==> config.mk <==
export PLATFORM = sky130hd
export DESIGN_NAME = iter_delay
export DESIGN_NICKNAME = d
export VERILOG_FILES = /design/src/rtl/iter_delay.sv
export SDC_FILE = /design/constraint.sdc
export NUM_CORES = 1
export LEC_CHECK = 0
export ABC_AREA = 1
export CAP_MARGIN = 10
export CORE_AREA = 4 4 41 43
export CTS_CLUSTER_DIAMETER = 200
export DETAILED_ROUTE_END_ITERATION = 7
export DIE_AREA = 0 0 45 47
export GPL_ROUTABILITY_DRIVEN = 0
export GPL_TIMING_DRIVEN = 0
export PLACE_DENSITY = 0.66
export SYNTH_ARGS = -nofsm -noshare
export SYNTH_HDL_FRONTEND = slang
export SYNTH_SLANG_ARGS = --single-unit
==> constraint.sdc <==
create_clock -name clk -period 0.8 [get_ports clk]
set_input_delay 0.2 -clock clk [delete_from_list [all_inputs] [get_ports clk]]
set_output_delay 0.2 -clock clk [all_outputs]
set_load 0.02 [all_outputs]
==> src/rtl/iter_delay.sv <==
// Fixed-depth register delay for a data word with a valid bit; latency DEPTH cycles.
// No backpressure; only the valid bits are reset, data is don't-care while invalid.
module iter_delay #(
    parameter int WIDTH = 8,
    parameter int DEPTH = 2
) (
    input  logic             clk,
    input  logic             rst,
    input  logic             valid_i,
    input  logic [WIDTH-1:0] data_i,
    output logic             valid_o,
    output logic [WIDTH-1:0] data_o
);

    logic [DEPTH-1:0]            vld_q;
    logic [DEPTH-1:0][WIDTH-1:0] dat_q;

    always_ff @(posedge clk) begin
        if (rst) begin
            vld_q <= '0;
        end else begin
            vld_q[0] <= valid_i;
            for (int i = 1; i < DEPTH; i++) begin
                vld_q[i] <= vld_q[i-1];
            end
        end
    end

    always_ff @(posedge clk) begin
        dat_q[0] <= data_i;
        for (int i = 1; i < DEPTH; i++) begin
            dat_q[i] <= dat_q[i-1];
        end
    end

    assign valid_o = vld_q[DEPTH-1];
    assign data_o  = dat_q[DEPTH-1];

endmodule

==> run metrics, run 1 <==
status=finished with violations; failing checks=setup timing; DRT iter0 DRCs=1; Clock Power Share=32.0%; root buffer cell=clkbuf_4; postcts setup bufs=0; core area=0.001301 mm²; syn avg cell area=14.51 µm²; vias in the first global route=173; Max Buffers Root-to-Sink=2; Sw Ratio=18.41%; via total after detailed routing=205; placed insts=64; minimum clock period after layout=0.9257 ns; worst setup margin=-0.1257 ns; Net Count, Synth=41; PwrDens=2496 mW/mm²; die width=45 µm; Max-slew headroom=94.06%; first-pass GRT wire length=717 µm; share of cells above drive strength 1=48.89%; Final Instance Area=643.1 µm²; CP bufs+invs=1; CTS tree=built; Comb pwr share=8.1%; Starting Density=33.46%; sequential power share=59.9%; Peak VDD IR=1249 µV; worst skew pair latency=0.28 ns; Critical path origin=data_o[4]; slowest stage delay, CP=0.33 ns; endpoints failing hold=0; largest net degree at the start of global routing=11; Worst Skew=0.003282 ns; Min-Delay Startpoint=dat_q[4]; worst-path fanout max=1; fillcell total=142; Synth warnings=0; row cnt=13; startpoint types=flop; Placed Area=644.4 µm²; Max stage delay cell, worst path=dfxtp_2; WS Path Type=reg -> out; Cell Area, Synth=435.4 µm²; WP data arrival=0.73 ns; Wirelength per Cell=7.733 µm; overall die area=0.002115 mm²; IO buf count=19; CP required=0.60 ns; sequential fraction of the synthesis area=82.76%; Min-Delay Path Class=reg -> reg; P_sw=295.5 µW; period utilization=115.7%; Ant. Diodes=0; Max Cap Violations=0; Cell Chain, Critical Path=buf_6; power consumption=1.605 mW; RSZ-0062 raised after global routing=true; Netlist cell types=4; P_int=1.310 mW; Final setup viols=9; antenna violations before repair=0; DR DRC count=0; Initial DRT Pass Iterations=2; Post-Route WL=464 µm; CTS Buf Count=3; RR Startpoint=vld_q[0]; I/O pin count=20; delay-heaviest family, CP=flip-flops; Die Y=47 µm; Least-Margin Pin Slew=0.08913 ns; P_leak=0.2788 nW; Max Slew Vio Count=0; antenna-violating nets left=0; H-Tree Depth=1; post-synthesis cell count=30; post-route non-filler standard cell count=60; f_max=1.080 GHz; final net count=57; area delta synth->final=47.70%; Synth Register Bits=18; global route overflow=0; CP endpoint kind=output port; clock sinks=18; DR vias/cell=3.417; Worst Hold Slack=0.3266 ns; total global-route track usage=5.436%; clk slew on worst S/H paths=0.09 ns
layout make-up:
cell class                 instances  area, µm²  share of cell area, %
multi-input combinational          2      7.507                  1.167
clock buffer                       4      36.28                  5.642
inverter                           2      7.507                  1.167
sequential                        18      371.6                  57.78
tap                               15      18.77                  2.918
timing repair buffer              19      201.4                  31.32
final timing paths:
kind                             endpoint  slack, ns  cells past startpoint
worst max-delay path            data_o[4]      -0.13                      1
worst min-delay path            data_o[4]       0.33                      0
worst max register to register   vld_q[1]       0.32                      2
worst min register to register  data_o[4]       0.33                      0
cells by family after synthesis:
family,share of synthesized area [%]
buf+inv,15.52
flops,82.76
simple gates,1.725
cells in the final DEF, fill, tap and decap left out, drive strengths merged:
| cell | instances |
|---|---|
| inv | 2 |
| dfxtp | 18 |
| clkdlybuf4s50 | 10 |
| buf | 9 |
| clkbuf | 4 |
| nor2 | 2 |
power groups by stage:
stage | sequential, mW | clock, mW | combinational (mW)
final | 0.962 | 0.514 | 0.130
after floorplan | 0.974 | 0 | 0.0614
after global placement | 0.973 | 0 | 0.155
after global routing | 0.967 | 0.571 | 0.138
after CTS | 0.963 | 0.535 | 0.132
after detailed placement | 0.974 | 0 | 0.155
cells in the mapped netlist, drive strengths merged:
library cell,n,area (µm²)
dfxtp,18,360.4
buf,8,60.06
inv,2,7.510
nor2,2,7.510
timing repair:
action | CTS | global route
hold buffers | 0 | 0
endpoints found under the setup margin | 9 | 9
resized for setup | 63 | 0
routing by layer:
metal | track usage [%] | vias to the layer above | share of wire (%)
met4 | 7.018 | 0 | 5.4
met1 | 6.353 | 76 | 40
li1 | - | 111 | -
met3 | 3.448 | 4 | 17
met5 | 0 | - | 0
met2 | 5.650 | 14 | 37
flip-flops by register name, indices dropped and copies added, names as in the netlist:
| name | cells |
|---|---|
| dat_q | 8 |
| vld_q | 2 |
| data_o | 8 |
metrics by stage:
| stage | setup TNS, ns | util (%) | setup slack [ns] |
|---|---|---|---|
| after floorplan | 0 | - | 0.1840 |
| after global placement | -3.258 | 49.52 | -0.3668 |
| after detailed placement | -3.279 | 49.52 | -0.3677 |
| after CTS | -1.215 | 49.42 | -0.1368 |
| after global routing | -1.373 | 49.42 | -0.1596 |
| final | -1.102 | 49.42 | -0.1257 |
No activity file was read; power rests on OpenSTA's default activity.
==> run 2, diff against run 1 <==
--- a/config.mk
+++ b/config.mk
@@ -13,7 +13,9 @@
 export DIE_AREA = 0 0 45 47
 export GPL_ROUTABILITY_DRIVEN = 0
 export GPL_TIMING_DRIVEN = 0
+export HOLD_SLACK_MARGIN = 0.02
 export PLACE_DENSITY = 0.66
+export SLEW_MARGIN = 20
 export SYNTH_ARGS = -nofsm -noshare
 export SYNTH_HDL_FRONTEND = slang
 export SYNTH_SLANG_ARGS = --single-unit
==> results of run 2 <==
No change in the layout: final DEF, timing and power equal those of run 1.
==> run 3, diff against run 2 <==
--- a/config.mk
+++ b/config.mk
@@ -8,6 +8,7 @@
 export ABC_AREA = 1
 export CAP_MARGIN = 10
 export CORE_AREA = 4 4 41 43
+export CTS_BUF_LIST = sky130_fd_sc_hd__clkbuf_4
 export CTS_CLUSTER_DIAMETER = 200
 export DETAILED_ROUTE_END_ITERATION = 7
 export DIE_AREA = 0 0 45 47
==> run 3 against run 2 <==
Net effect: the flow still finishes with violations (setup timing); clock power decreased by 21%; cell count unchanged; die area unchanged; non-clock buffer count unchanged; sequential share of layout area increased by 0.91 points; register-to-register slack about the same; clock skew decreased by 0.0020 ns; routed wire length decreased by 1.1%; critical path depth unchanged; critical endpoint is now data_o[0].
==> run metrics, run 3 (synthesized netlist as in run 1, its figures left out) <==
period utilization=114.7% (-1.0 points); PwrDens=2367 mW/mm² (-5.2%); minimum clock period after layout=0.9175 ns (-0.008176 ns); root buffer cell=clkbuf_4; Placed Area=644.4 µm² (unchanged); Max Slew Vio Count=0 (unchanged); CP endpoint kind=output port; Reg area=371.6 µm² (unchanged); H-Tree Depth=1 (unchanged); worst setup margin=-0.1175 ns (+0.008176 ns); die width=45 µm (unchanged); worst skew pair latency=0.27 ns (about the same); worst-path fanout max=1 (unchanged); antenna-violating nets left=0 (unchanged); fillcell total=142 (unchanged); share of cells above drive strength 1=46.67% (-2.2 points); Peak VDD IR=1142 µV (-8.6%); row cnt=13 (unchanged); postcts setup bufs=0 (unchanged); CTS Buf Count=3 (unchanged); Final Instance Area=633.1 µm² (-1.6%); Least-Margin Pin Slew=0.08600 ns (-0.003140 ns); I/O pin count=20 (unchanged); core area=0.001301 mm² (unchanged); CP bufs+invs=1 (unchanged); endpoints failing hold=0 (unchanged); vias in the first global route=171 (-1.2%); Final setup viols=9 (unchanged); Max-slew headroom=94.27% (+0.21 points); IO buf count=19 (unchanged); Die Y=47 µm (unchanged); via total after detailed routing=198 (-3.4%); clock sinks=18 (unchanged); CP required=0.60 ns (about the same); total global-route track usage=5.436% (unchanged); Initial DRT Pass Iterations=1 (-1); Max Buffers Root-to-Sink=2 (unchanged); DR DRC count=0 (unchanged); DRT iter0 DRCs=0 (-1); most frequent cells in the layout=clkdlybuf4s50_1 (10), dfxtp_1 (9), dfxtp_2 (9), buf_6 (9), clkbuf_4 (3); Post-Route WL=459 µm (-1.1%); WS Path Type=reg -> out; DR vias/cell=3.300 (-3.4%); Max Cap Violations=0 (unchanged); Starting Density=33.46% (unchanged); clk slew on worst S/H paths=0.08 ns (about the same); overall die area=0.002115 mm² (unchanged); global route overflow=0 (unchanged); most common cell after layout, fill and taps aside=clkdlybuf4s50_1; delay-heaviest family, CP=flip-flops; Hold Buf Count CTS=0 (unchanged); RSZ-0062 raised after global routing=true; first-pass GRT wire length=717 µm (unchanged); slowest stage delay, CP=0.33 ns (about the same); Cell Chain, Critical Path=buf_6; power consumption=1.498 mW (-6.7%); Min-Delay Path Class=reg -> reg; final net count=57 (unchanged); Worst Skew=0.001266 ns (-0.002016 ns); P_leak=0.2732 nW (-2.0%); CTS tree=built; f_max=1.090 GHz (+0.89%); R2R Setup Slk=0.33 ns (about the same); Max stage delay cell, worst path=dfxtp_2; status=finished with violations; largest net degree at the start of global routing=11 (unchanged); WP data arrival=0.72 ns (about the same); startpoint types=flop; Ant. Diodes=0 (unchanged); failing checks=setup timing; area of the multi-input gates=7.507 µm² (unchanged); area delta synth->final=45.40%; Wirelength per Cell=7.650 µm (-1.1%); antenna violations before repair=0 (unchanged)
[run 3: final timing paths]
path,from,endpoint,depth (start not counted)
setup / recovery,data_o[0],data_o[0],1
hold / removal,dat_q[0],data_o[0],0
setup reg to reg,vld_q[0],vld_q[1],2
hold reg to reg,dat_q[0],data_o[0],0
[run 3: power breakdown]
group	switching, mW	leakage (nW)	total, mW	internal [mW]
sequential	0.0143	0.152	0.962	0.947
combinational	0.0443	0.106	0.130	0.0857
clock	0.226	0.0154	0.407	0.180
total	0.285	0.273	1.50	1.21
[run 3: final cells by class]
cell class / count / share of cell area, %
Sequential cell: 18 / 58.70
Multi-Input combinational cell: 2 / 1.186
Clock inverter: 1 / 0.5929
Timing Repair Buffer: 19 / 31.82
Inverter: 2 / 1.186
Tap cell: 15 / 2.964
Clock buffer: 3 / 3.557
[run 3: routing by layer]
metal | global-route usage [%] | part of all wire, % | vias to the layer above
li1 | - | - | 110
met4 | 7.018 | 2.4 | 0
met3 | 3.448 | 16 | 2
met5 | 0 | 0 | -
met1 | 6.353 | 41 | 74
met2 | 5.650 | 40 | 12
[run 3: what timing repair did]
item                                    4_1_cts  5_1_grt
gates cloned                                  0        0
resized for setup                            63        0
hold endpoints to repair                      0        0
endpoints found under the setup margin        9        9
[run 3: through the flow]
stage / setup WS (ns) / util (%) / hold WS (ns) / instances / TNS (ns)
2_1_floorplan: 0.1840 / - / 0.2277 / 30 / 0
3_3_place_gp: -0.3668 / 49.52 / 0.3109 / 64 / -3.258
3_5_place_dp: -0.3677 / 49.52 / 0.3146 / 64 / -3.279
4_1_cts: -0.1347 / 48.65 / 0.3284 / 60 / -1.191
5_1_grt: -0.1604 / 48.65 / 0.3317 / 60 / -1.378
6_report: -0.1175 / 48.65 / 0.3288 / 60 / -1.040
